## src/rtl/dac_cmd_scheduler.sv

```systemverilog
// -----------------------------------------------------------------------------
// dac_cmd_scheduler
//
// Arbitrates DAC code-write requests from N_CH stimulation channels and hands
// one 24-bit frame at a time to an SPI master. Channels are served round-robin
// starting after the most recently granted channel. Every frame is followed by
// GAP_CYC idle cycles so the DAC latch can relax before the next write.
//
// Optional feature (macro DAC_SCHED_INIT_EN):
//   When defined, the block starts in INIT after reset and first sends the DAC
//   control-register frame {8'h02, INIT_CTRL_WORD}. That frame runs through
//   ISSUE, WAIT_DONE and GAP like any other, but it is not counted and no
//   channel is granted until the first IDLE. When undefined, reset goes
//   straight to IDLE and INIT_CTRL_WORD is unused.
//
// Ports:
//   clk          clock
//   rst          asynchronous, active-high reset
//   req_valid    per-channel write request
//   req_data     per-channel 16-bit DAC code, channel i at [16i+15:16i]
//   req_ready    per-channel accept, one-hot or zero, only asserted in IDLE
//   spi_valid    frame offered to the SPI master
//   spi_frame    {address byte, payload}
//   spi_ready    SPI master takes the frame
//   spi_done     one-cycle pulse when the frame is shifted out and latched
//   busy         high whenever the scheduler is not in IDLE
//   last_ch      index of the most recently granted channel
//   frame_count  completed channel frames, wraps at 16'hFFFF
// -----------------------------------------------------------------------------
module dac_cmd_scheduler #(
  parameter int          N_CH           = 4,
  parameter int          IDX_W          = 2,
  parameter int          GAP_CYC        = 6,
  parameter logic [15:0] INIT_CTRL_WORD = 16'h0012
) (
  input  logic                 clk,
  input  logic                 rst,
  input  logic [N_CH-1:0]      req_valid,
  input  logic [16*N_CH-1:0]   req_data,
  output logic [N_CH-1:0]      req_ready,
  output logic                 spi_valid,
  output logic [23:0]          spi_frame,
  input  logic                 spi_ready,
  input  logic                 spi_done,
  output logic                 busy,
  output logic [IDX_W-1:0]     last_ch,
  output logic [15:0]          frame_count
);

`ifdef DAC_SCHED_INIT_EN
  typedef enum logic [2:0] {
    ST_INIT,
    ST_IDLE,
    ST_ISSUE,
    ST_WAIT_DONE,
    ST_GAP
  } state_t;
  localparam state_t RESET_STATE = ST_INIT;
`else
  typedef enum logic [2:0] {
    ST_IDLE,
    ST_ISSUE,
    ST_WAIT_DONE,
    ST_GAP
  } state_t;
  localparam state_t RESET_STATE = ST_IDLE;
`endif

  state_t           state;
  logic [3:0]       gap_cnt;
  logic             grant_any;
  logic [IDX_W-1:0] grant_idx;
  logic [IDX_W-1:0] cand_idx;
  int               cand;
  logic             accept;

`ifdef DAC_SCHED_INIT_EN
  // Marks the control-register frame so its completion is not counted.
  logic init_frame;
`else
  logic unused_init_word;
  assign unused_init_word = ^INIT_CTRL_WORD;
`endif

  assign busy = (state != ST_IDLE);

  // Round-robin search: look at last_ch+1, last_ch+2, ... wrapping modulo
  // N_CH, and take the first channel that is requesting. last_ch itself is
  // checked last, so a lone requester can still be served back to back.
  always_comb begin
    grant_any = 1'b0;
    grant_idx = '0;
    cand      = 0;
    cand_idx  = '0;
    for (int k = 1; k <= N_CH; k++) begin
      cand     = (int'(last_ch) + k) % N_CH;
      cand_idx = cand[IDX_W-1:0];
      if (!grant_any && req_valid[cand_idx]) begin
        grant_any = 1'b1;
        grant_idx = cand_idx;
      end
    end
  end

  // Grant is offered combinationally, and only while idle.
  always_comb begin
    req_ready = '0;
    if (state == ST_IDLE && grant_any) begin
      req_ready[grant_idx] = 1'b1;
    end
  end

  assign accept = |(req_valid & req_ready);

  always_ff @(posedge clk or posedge rst) begin
    if (rst) begin
      state       <= RESET_STATE;
      spi_valid   <= 1'b0;
      spi_frame   <= 24'h0;
      last_ch     <= IDX_W'(N_CH - 1);
      frame_count <= 16'h0;
      gap_cnt     <= 4'h0;
`ifdef DAC_SCHED_INIT_EN
      init_frame  <= 1'b0;
`endif
    end else begin
      case (state)
`ifdef DAC_SCHED_INIT_EN
        ST_INIT: begin
          spi_frame  <= {8'h02, INIT_CTRL_WORD};
          spi_valid  <= 1'b1;
          init_frame <= 1'b1;
          state      <= ST_ISSUE;
        end
`endif
        ST_IDLE: begin
          if (accept) begin
            spi_frame <= {8'h01, req_data[{grant_idx, 4'b0000} +: 16]};
            spi_valid <= 1'b1;
            last_ch   <= grant_idx;
            state     <= ST_ISSUE;
          end
        end
        ST_ISSUE: begin
          if (spi_ready) begin
            spi_valid <= 1'b0;
            state     <= ST_WAIT_DONE;
          end
        end
        ST_WAIT_DONE: begin
          if (spi_done) begin
`ifdef DAC_SCHED_INIT_EN
            if (!init_frame) begin
              frame_count <= frame_count + 16'd1;
            end
            init_frame <= 1'b0;
`else
            frame_count <= frame_count + 16'd1;
`endif
            gap_cnt <= 4'(GAP_CYC);
            state   <= ST_GAP;
          end
        end
        ST_GAP: begin
          // Loaded with GAP_CYC, leaving on the cycle it reads 1 gives
          // exactly GAP_CYC cycles here.
          gap_cnt <= gap_cnt - 4'd1;
          if (gap_cnt <= 4'd1) begin
            state <= ST_IDLE;
          end
        end
        default: begin
          state <= RESET_STATE;
        end
      endcase
    end
  end

endmodule

```

## config.mk

```make
export PLATFORM = sky130hd
export DESIGN_NAME = dac_cmd_scheduler
export DESIGN_NICKNAME = d
export VERILOG_FILES = /design/src/rtl/dac_cmd_scheduler.sv
export SDC_FILE = /design/constraint.sdc
export NUM_CORES = 1
export LEC_CHECK = 0
export ABC_CLOCK_PERIOD_IN_PS = 2460
export BUFFER_PORTS_ARGS = -buffer_cell sky130_fd_sc_hd__clkbuf_2
export CORE_MARGIN = 10
export CORE_UTILIZATION = 47
export CTS_CLUSTER_DIAMETER = 30
export DETAILED_ROUTE_END_ITERATION = 8
export HOLD_SLACK_MARGIN = 0.05
export PLACE_DENSITY = 0.92
export SLEW_MARGIN = 30
export SYNTH_ARGS = -nofsm -noshare
export SYNTH_HDL_FRONTEND = slang
export SYNTH_SLANG_ARGS = --single-unit
```

## constraint.sdc

```tcl
create_clock -name clk -period 2.46 [get_ports clk]
set_input_delay 0.369 -clock clk [delete_from_list [all_inputs] [get_ports clk]]
set_output_delay 0.369 -clock clk [all_outputs]
set_load 0.01 [all_outputs]
```

==> results_dict.tcl <==
set metrics [dict create \
    run_status "complete, no violations" \
    worstMarginPinSlew_ns 0.730 \
    final-setup-viol-count 0 \
    diodes 0 \
    final_antenna_net_count 0 \
    cp-end-kind "output pin" \
    post_detail_place_hpwl_mm 5.45 \
    post-place-cells 409 \
    floorplan.rows 26 \
    synth.yosys.seq_area_share_pct 41.9 \
    cts_tree "built" \
    dieWidth_um 93.2 \
    fmax_ghz 0.452 \
    globalRoute.totalOverflow 0 \
    synth.ff_latch_count 42 \
    fin_tns_setup_ns 0 \
    synth-adder-area-share_pct 3.98 \
    fillerInstances 434 \
    synth_largest_area_cell "sky130_fd_sc_hd__dfrtp_1" \
    report.final.slew_viol_count 0 \
    source_to_sink_clock_delay_at_the_later_pin_of_the_worst_skew_pair_ns 0.30 \
    num_vias 2152 \
    clk_root_buffer_cell "sky130_fd_sc_hd__clkbuf_8" \
    final_clock_skew_ns 0.00508 \
    number_of_antenna_violations_at_the_first_check_in_global_routing 0 \
    area_growth_pct 26.5 \
    crit_path_launch_type "register" \
    grt_first_pass_wirelength_mm 10.7 \
    place_congestion 0.840 \
    post_synth_mux_area_share_pct 13.6 \
    cts_resized 0 \
    worst_ep_arrival_ns 1.85 \
    synth-warning-count 0 \
    reg2regPathDepth 7 \
    chipHeight_um 93.2 \
    powerDensity_mw_per_mm2 1040 \
    htree_levels 2 \
    synth_top_family_by_area "multiplexers" \
    drive_gt1_share_pct 41.7 \
    use_met3_pct 5.68 \
    grt.busiest_layer "met2" \
    synth_simple_gate_area_share_pct 13.4 \
    met1_usage_pct 16.5 \
    path_clk_slew_ns 0.08 \
    start_util_pct 48.9 \
    fin_crit_sh_pct 90.0 \
    avgRoutedWirePerCell_um 16.0 \
    core_region_area_sq_mm 0.00514 \
    synthXorXnorAreaFrac_pct 5.22 \
    tritoncts.num_buffers 5 \
    post_synth_inst_count 235 \
    pin_count_of_the_biggest_net_entering_global_routing 43 \
    design.die.area_sq_mm 0.00868 \
    layout.area.seq_sq_mm 0.00105 \
    clock_sink_count 42 \
    cts.path.max_buffers 2 \
    min_path_type "input port to async pin" \
    post-layout-total-power_w 0.00331 \
    post_synth_num_cell_types 36 \
    asyncSetResetFlopFracSynth_pct 100 \
    first_global_vias 2289 \
    drt_pass1_iterations 5 \
    timing.critical_path.fanout_max 6 \
    number_of_enable_type_register_cells_in_the_synthesized_netlist 0 \
    drv_cap 0 \
    gr-usage-all-layers_pct 14.9 \
    p_leak_nw 1.66 \
    via_density 5.12 \
    synth.avg_cell_area_sq_um 10.7 \
    rsz0062_at_grt "false" \
    vdd.ir_drop.worst_uv 671 \
    worstSetupPathType "register to output pin" \
    placement.setup.worst_slack_ns 0.458 \
    finalWorstPathRequiredPeriod_ns 2.21 \
    multi_input_comb_area_sq_mm 0.00128 \
    placement.io_buffers 112 \
    post-route-drc-count 0 \
    yosysTopAreaCellShare_pct 39.8 \
    synth-compound-area-share_pct 13.2 \
    final_nets 429 \
    finish.cell_count_without_fillers 420 \
    synth.area.top_cells "sky130_fd_sc_hd__dfrtp_1 40%, sky130_fd_sc_hd__mux2i_1 13%, sky130_fd_sc_hd__o221ai_2 6.0%" \
    synth.cell_area_sq_mm 0.00251 \
    timing.final.hold_violations 0 \
    use_met2_pct 26.3 \
    synth_flop_cell "sky130_fd_sc_hd__dfrtp_1" \
    timing.max_slew.rel_slack_pct 51.3 \
    detailedRoute.firstIterationViolations 97 \
    required_ns 2.09 \
    route.final.wire_length_mm 6.72 \
    fin_ws_ns 0.246 \
    floorplan.io_pins 120 \
]
repair_timing:
item                       in CTS  in global routing
setup buffers                   0                  3
hold buffers                    0                  0
setup endpoints to repair       0                  2
layer usage:
metal  wire length (um)  up-vias
li1                   -     1051
met1               2660     1013
met2               3460       80
met3                514        8
met4                 76        0
met5                  0        -
final timing paths:
kind                            slack (ns)            start         endpoint
min in group clk                      0.35        spi_ready        spi_valid
worst max register to register        0.43       last_ch[0]    spi_frame[10]
worst max-delay path                  0.25         state[0]     req_ready[2]
worst min register to register        0.47  frame_count[15]  frame_count[15]
worst min-delay path                  0.14              rst   frame_count[2]
max in group asynchronous             1.88              rst     spi_frame[1]
cell usage in the layout, fill, tap and decap left out, types with 7 or more instances in the layout:
| cell type | instances |
|---|---|
| sky130_fd_sc_hd__o221ai_1 | 7 |
| sky130_fd_sc_hd__nor2_1 | 13 |
| sky130_fd_sc_hd__o21ai_0 | 7 |
| sky130_fd_sc_hd__inv_1 | 9 |
| sky130_fd_sc_hd__nand2_1 | 32 |
| sky130_fd_sc_hd__ha_1 | 8 |
| sky130_fd_sc_hd__buf_4 | 7 |
| sky130_fd_sc_hd__nand2b_1 | 7 |
| sky130_fd_sc_hd__dfrtp_1 | 40 |
| sky130_fd_sc_hd__o221ai_2 | 10 |
| sky130_fd_sc_hd__mux2i_1 | 32 |
| sky130_fd_sc_hd__conb_1 | 7 |
| sky130_fd_sc_hd__xnor2_1 | 10 |
| sky130_fd_sc_hd__clkbuf_2 | 112 |
cell type report:
cell class                 instances  area share (%)
timing repair buffer             120            19.9
sequential                        42            33.1
inverter                          10            1.22
tap                               70            2.75
clock inverter                     3           0.747
clock buffer                       5            2.16
multi-input combinational        170            40.1
metrics by stage:
stage | hold slack (ns) | cell area, sq um | utilization (%)
after detailed placement | 0.456 | 3070 | 59.6
after global routing | 0.181 | 3180 | 61.9
after global placement | 0.457 | 3070 | 59.6
after floorplan | 0.491 | 2540 | -
after CTS | 0.256 | 3160 | 61.4
final | 0.143 | 3180 | 61.9
cells in the mapped netlist (3+ instances only):
master,number
sky130_fd_sc_hd__o221ai_2,10
sky130_fd_sc_hd__o21ai_0,7
sky130_fd_sc_hd__and4_1,3
sky130_fd_sc_hd__a21oi_1,3
sky130_fd_sc_hd__nor2_1,13
sky130_fd_sc_hd__nand3_1,5
sky130_fd_sc_hd__inv_1,10
sky130_fd_sc_hd__nand4_1,5
sky130_fd_sc_hd__buf_6,4
sky130_fd_sc_hd__xnor2_1,10
sky130_fd_sc_hd__ha_1,8
sky130_fd_sc_hd__xor2_1,5
sky130_fd_sc_hd__nand2b_1,7
sky130_fd_sc_hd__mux2i_1,32
sky130_fd_sc_hd__nand2_1,32
sky130_fd_sc_hd__dfrtp_1,40
sky130_fd_sc_hd__o221ai_1,7
sky130_fd_sc_hd__buf_4,8
state kept, by name (all words and copies together), names as in the netlist:
register	flops
spi_frame	17
frame_count	16
gap_cnt	4
last_ch	2
state	2
spi_valid	1
critical path: stages (launching register included):
cell and delay, ns:
sky130_fd_sc_hd__dfrtp_1 0.44, sky130_fd_sc_hd__inv_1 0.10, sky130_fd_sc_hd__ha_1 0.23, sky130_fd_sc_hd__nand2b_1 0.14, sky130_fd_sc_hd__or2_1 0.30, sky130_fd_sc_hd__nor2_1 0.16, sky130_fd_sc_hd__clkbuf_2 0.17
power by group:
| part | switching, W | total, W | internal, W |
|---|---|---|---|
| logic | 0.000931 | 0.00171 | 0.000781 |
| registers | 0.000191 | 0.00113 | 0.000940 |
| clock network | 0.000262 | 0.000465 | 0.000203 |
| total | 0.00138 | 0.00331 | 0.00192 |
cell families (layout without fill, tap and decap cells):
group | after synthesis | after routing
simple gates | 71 | 71
flops | 42 | 42
compound gates | 35 | 35
mux | 34 | 34
buf+inv | 29 | 138
xor+xnor | 15 | 15
fa+ha+maj | 8 | 8
other cells | 1 | 7
Power figures use the tool's default switching activity.
